==> src/rtl/mem_arbiter.sv <==
// Two-port memory arbiter: instruction and data requesters share one RAM.
// Data wins ties until an instruction waiter has seen STARVE_MAX data grants.
module mem_arbiter #(
  parameter int STARVE_MAX = 4
) (
  input  logic        CLK,
  input  logic        nRST,
  input  logic        iREN,
  input  logic [31:0] iaddr,
  output logic        iwait,
  output logic [31:0] iload,
  input  logic        dREN,
  input  logic        dWEN,
  input  logic [31:0] daddr,
  input  logic [31:0] dstore,
  output logic        dwait,
  output logic [31:0] dload,
  output logic        ramREN,
  output logic        ramWEN,
  output logic [31:0] ramaddr,
  output logic [31:0] ramstore,
  input  logic [31:0] ramload,
  input  logic [1:0]  ramstate
);

  localparam int SW =
    (STARVE_MAX < 8) ? 3 : $clog2(STARVE_MAX + 1);
  localparam logic [SW-1:0] SMAX = SW'(STARVE_MAX);
  localparam logic [1:0] RS_ACCESS = 2'd2;

  typedef enum logic [1:0] {
    IDLE  = 2'd0,
    DSERV = 2'd1,
    ISERV = 2'd2
  } state_t;

  state_t        state_q, state_d;
  logic [SW-1:0] scnt_q, scnt_d;

  logic dreq;
  logic acc;
  logic starved;

  assign dreq    = dREN | dWEN;
  assign acc     = (ramstate == RS_ACCESS);
  assign starved = iREN && (scnt_q == SMAX);

  assign iload = ramload;
  assign dload = ramload;

  // State and starve counter registers
  always_ff @(posedge CLK or negedge nRST) begin
    if (!nRST) begin
      state_q <= IDLE;
      scnt_q  <= '0;
    end else begin
      state_q <= state_d;
      scnt_q  <= scnt_d;
    end
  end

  // Arbitration, completion and abort transitions
  always_comb begin
    state_d = state_q;
    unique case (state_q)
      IDLE: begin
        if (dreq && !starved)
          state_d = DSERV;
        else if (iREN)
          state_d = ISERV;
      end
      DSERV: begin
        if (!dreq || acc)
          state_d = IDLE;
      end
      ISERV: begin
        if (!iREN || acc)
          state_d = IDLE;
      end
      default: state_d = IDLE;
    endcase
  end

  // Starve counter: counts data completions while an fetch waits
  always_comb begin
    scnt_d = scnt_q;
    if (!iREN)
      scnt_d = '0;
    else if (state_q == ISERV && acc)
      scnt_d = '0;
    else if (state_q == DSERV && acc && scnt_q != SMAX)
      scnt_d = scnt_q + 1'b1;
  end

  // RAM strobes, address mux and wait flags
  always_comb begin
    ramREN   = 1'b0;
    ramWEN   = 1'b0;
    ramaddr  = '0;
    ramstore = '0;
    iwait    = 1'b1;
    dwait    = 1'b1;
    unique case (state_q)
      DSERV: begin
        ramaddr  = daddr;
        ramstore = dstore;
        ramWEN   = dWEN;
        ramREN   = dREN & ~dWEN;
        dwait    = ~acc;
      end
      ISERV: begin
        ramaddr = iaddr;
        ramREN  = 1'b1;
        iwait   = ~acc;
      end
      default: ;
    endcase
  end

endmodule

==> config.mk <==
export PLATFORM = sky130hd
export DESIGN_NAME = mem_arbiter
export DESIGN_NICKNAME = d
export VERILOG_FILES = /design/src/rtl/mem_arbiter.sv
export SDC_FILE = /design/constraint.sdc
export NUM_CORES = 1
export LEC_CHECK = 0
export CORE_AREA = 5 5 99 101
export DETAILED_ROUTE_END_ITERATION = 8
export DIE_AREA = 0 0 104 106
export DONT_BUFFER_PORTS = 1
export PLACE_DENSITY = 0.34
export SETUP_SLACK_MARGIN = 0.5
export SLEW_MARGIN = 10
export SYNTH_ARGS = -nofsm -noshare
export SYNTH_HDL_FRONTEND = slang
export SYNTH_SLANG_ARGS = --single-unit
==> constraint.sdc <==
create_clock -name CLK -period 4.4 [get_ports CLK]
set_clock_uncertainty 0.05 [all_clocks]
set_input_delay 0.66 -clock CLK [delete_from_list [all_inputs] [get_ports CLK]]
set_output_delay 0.66 -clock CLK [all_outputs]
set_load 0.05 [all_outputs]
[After elaboration in Yosys (flattened, before gate mapping)]
Index checks and enable logic that the tools add are counted.
Cells by class
  $add $sub $neg: 1
  equal/unequal tests: 9
  mux-type cells: 14
  bitwise gates (word level): 4
  reductions and logical operators: 12
Operators with widths (number)
  one-hot mux 32 bit (2 select lines): 1
  2-to-1 mux 32 bit: 1
  2-to-1 mux 3 bit: 3
  2-to-1 mux 2 bit: 4
  != test 3 bit (second input constant): 2
  one-hot mux 2 bit (3 select lines): 1
  logical AND 1 bit: 5
  == test 2 bit (second input constant): 2
  != test 2 bit (second input constant): 2
  adder 3 x 1 -> 3 bit (second input constant): 1
  == test 3 bit (second input constant): 1
  zero test 1 bit: 3
  2-to-1 mux 1 bit: 3
  != test 3 x 1 -> 1 bit (second input constant): 1
  AND reduction 3 bit: 1
  == test 2 x 1 -> 1 bit (second input constant): 1
  zero test 2 bit: 1
  logical OR 1 bit: 2
  inverter 1 bit: 2
  one-hot mux 1 bit (2 select lines): 1
  AND 1 bit: 1
  OR 1 bit: 1
Word-level totals
  register bits: 5
  input bits: 135
  output and inout bits: 132
  logic and storage cells: 42

[Depth between registers and ports, before layout]
  word-level depth: 6
  gate-level depth with buffers: 6
  depth with buffers taken out: 6

[Least setup slack after synthesis]
No wires, ideal clock.
  kind: flip-flop to output port
  from: reg state_q[0]
  to: out ramaddr[10]
  arrival time: 1815 ps
  data required time: 3690 ps
  slack: 1875 ps
  cell stages (with the launch flop): 6
  path buffers: 1
  path through: dfrtp_1 -> inv_1 -> ha_1 -> clkbuf_1 -> a22oi_1 -> nor2b_1
Between the ends
  cells in the longest elaborated chain, start to end: 2
  elaborated cells on any way between the ends: 3
  those cells by class: 2 x eq/ne; 1 x mux
RTL lines
  from (decl): RTL line 37  | state_t state_q, state_d;
  from (signal assigned): RTL line 57  | state_q <= state_d;
  == test 2 bit or == test 2 x 1 -> 1 bit (tied branches): RTL line 103  | unique case (state_q)
  one-hot mux 32 bit (2 select lines) *: RTL line 103
  to (decl): RTL line 20  | output logic [31:0] ramaddr,
Mark *: on every way between the ends. The rest lies on a longest branch, timed or not.

[Worst setup path after layout]
  from: reg state_q[1]
  to: out ramaddr[7]
Same word-level chain as after synthesis.

==> metrics <==
status=finished, final reports clean; Crit-path slowest cell=nor2b_1; CTS tree=yes; Clock Latency Late Sink=~0.22 ns; cts hold-fix bufs=0; H-Tree Depth=1; critical path startpoint category=flip-flop; clock tree buffer depth=2; Initial Util=about 18%; Core Rows=35; RSZ-0062 raised after global routing=false; CTS root buffer=clkbuf_8; DR WL/cell=roughly 17 um; Worst Hold Class=in -> async; clock transition at the registers of the reported paths=0.03 ns; via/cell ratio=around 4.3; Initial DRC Count=70; Crit Path Category=reg -> out; slew at the pin closest to its max-slew limit=about 0.93 ns; CP required=around 3.7 ns; final net count=~320; met1 Use GR=a little under a tenth; Slew Limit Fails=0; GR peak layer=met2; Distinct cells, synth=24; IO buf count=0; Seq cells post-synth=5; Overflow after GRT=0; Die W=around 100 um; number of flops mapped to enable cells by yosys=0; Ports=between 200 and 300; setup violators final=0; min cycle time layout=a little over 3 ns; DR vias=1259; FILL cells=1037; fraction of layout cells with a size suffix above 1=about a quarter; post-DP HPWL=slightly above 4 mm; CTS sink cnt=5; first-pass iteration count of the detailed router=4; TritonCTS buffer count=3; FF+latch area=between 100 and 150 sq um; Mapped Cells=roughly 220; gr usage total=~7.6%; largest net degree at the start of global routing=52; Worst setup EP type=output port; final worst path period share=~70%; core area=slightly below 0.009 sq mm; Worst slew margin=a little under two fifths; Post-Route WL=4.920 mm; Critical Path AT=~2.4 ns; Area contributors post-synth=buf_4, a22oi_1, and2_1; first-pass GRT wire length=about 6.8 mm; post-route ant nets=0; DIE AREA=between 0.01 and 0.015 sq mm; final hold viol count=0; post-synth top area cell=buf_4; area grow syn2layout=-6.389%; Main synth FF type=dfrtp_1; top cell type's share of synthesized area=just under 30%; Post-CTS Setup Bufs=0; vias in the first global route=~1300; Place WS=1.527 ns; synthesized area per cell=approximately 7.4 sq um; Max FO, Critical Path=between 50 and 60; CP Cell Sequence=inv_1 -> ha_2 -> a22oi_1 -> nor2b_1; met3 Use GR=2.125%; Multi-input gate area=around 940 sq um; Post-synth ARST share=100.0%; maximum vdd drop=between 0.2 and 0.3 mV; M2 GR Usage=around an eighth; initial antenna violation count=0; Synth warnings=0; Final WS setup=1.334 ns; CP peak stage delay=around 0.76 ns; Die H=between 100 and 150 um; Ant. Diodes=0; Post-route DRC=0; FMAX=326.2 MHz; Pleak=about 0.00062 uW; Seq/Total Area, Yosys=roughly 7.7%; placer congestion estimate=between 0.6 and 0.7; Post-Syn Nets=361; post-route setup TNS=0 ns; number of max-cap violations=0; Pwr per Cell Area=approximately 1000 mW/mm^2; cts repair resizes=0; Mapped Area=0.001625 sq mm
-- cell usage after synthesis (3+ instances only) --
master,count
buf_2,4
dfrtp_1,5
and2_1,33
nand2_1,8
a22oi_1,32
clkbuf_1,9
buf_4,64
inv_1,4
nor2_1,5
nor2b_1,33
ha_1,7
mux2i_1,3
-- final timing paths --
check | startpoint | cells after the start | slack, ns | end
worst max register to register | state_q[1] | 5 | 2.45 | scnt_q[0]
worst min register to register | scnt_q[2] | 2 | 0.51 | scnt_q[2]
min in group CLK | scnt_q[2] | 2 | 0.51 | scnt_q[2]
worst min-delay path | nRST | 0 | 0.09 | scnt_q[0]
max in group asynchronous | nRST | 0 | 4.14 | state_q[0]
worst max-delay path | state_q[1] | 4 | 1.33 | ramaddr[7]
-- state kept, by name, indices dropped and copies added (netlist names) --
register and count:
state_q 2, scnt_q 3
-- critical path, delay by kind of cell, from the launching register on --
| kind | cells | cell delay, ns |
|---|---|---|
| buffers and inverters | 1 | 0.12 |
| AO/OA/AOI/OAI | 1 | 0.15 |
| flip-flops | 1 | 0.39 |
| AND/OR/NAND/NOR | 1 | 0.76 |
| adder cells (fa/ha/maj) | 1 | 0.72 |
-- metal layers --
layer,vias up,routed length [um]
met1,566,1936
met3,19,422
li1,577,-
met5,-,0
met4,0,148
met2,97,2412
-- cells by family after synthesis --
logic type	after synthesis	synth area share [%]
buffers and inverters	82	34.49
and+or+nand+nor	85	32.26
DFF	5	7.698
AOI/OAI and AO/OA	35	17.24
muxes	3	1.848
adders and majority gates	7	5.389
xor gates and xnor gates	2	1.078
-- final cells by class --
type	instances	area share, %
Inverter	4	0.9868
Tap cell	111	9.128
Sequential cell	5	8.224
Clock buffer	4	2.961
Multi-Input combinational cell	132	61.92
Timing Repair Buffer	34	16.78
-- placed cells by master (no fill, tap or decap) --
| cell | count |
|---|---|
| o21a_1 | 1 |
| inv_1 | 4 |
| nor2b_1 | 33 |
| nor2_1 | 5 |
| and2_1 | 33 |
| nor2_8 | 1 |
| nand4_1 | 1 |
| mux2i_1 | 3 |
| dfrtp_1 | 5 |
| buf_4 | 34 |
| xor2_1 | 1 |
| nor2_4 | 1 |
| nand3_1 | 1 |
| clkbuf_1 | 1 |
| nand2_1 | 8 |
| nand2b_1 | 1 |
| nor2b_4 | 1 |
| a22oi_1 | 32 |
| clkbuf_8 | 3 |
| ha_2 | 1 |
| a31oi_1 | 1 |
| ha_1 | 6 |
| xnor2_1 | 1 |
| a221oi_4 | 1 |
-- power by group --
group | internal, uW | switching, uW
clock network | 62.1 | 20.9
registers | 55.8 | 7.56
logic | 362 | 1040
-- stage by stage --
stage / cell area [sq um] / hold WS (ns) / utilization (%) / power, uW / std cells
floorplan: 1625 / 0.3144 / - / 1373 / 219
global placement: 1476 / 0.3146 / 16.53 / 1489 / 286
detailed placement: 1476 / 0.3146 / 16.53 / 1492 / 286
CTS: 1521 / 0.08076 / 17.03 / 1580 / 290
global route: 1521 / 0.07724 / 17.03 / 1661 / 290
finish: 1521 / 0.08833 / 17.03 / 1548 / 290
Power figures use the tool's default switching activity.
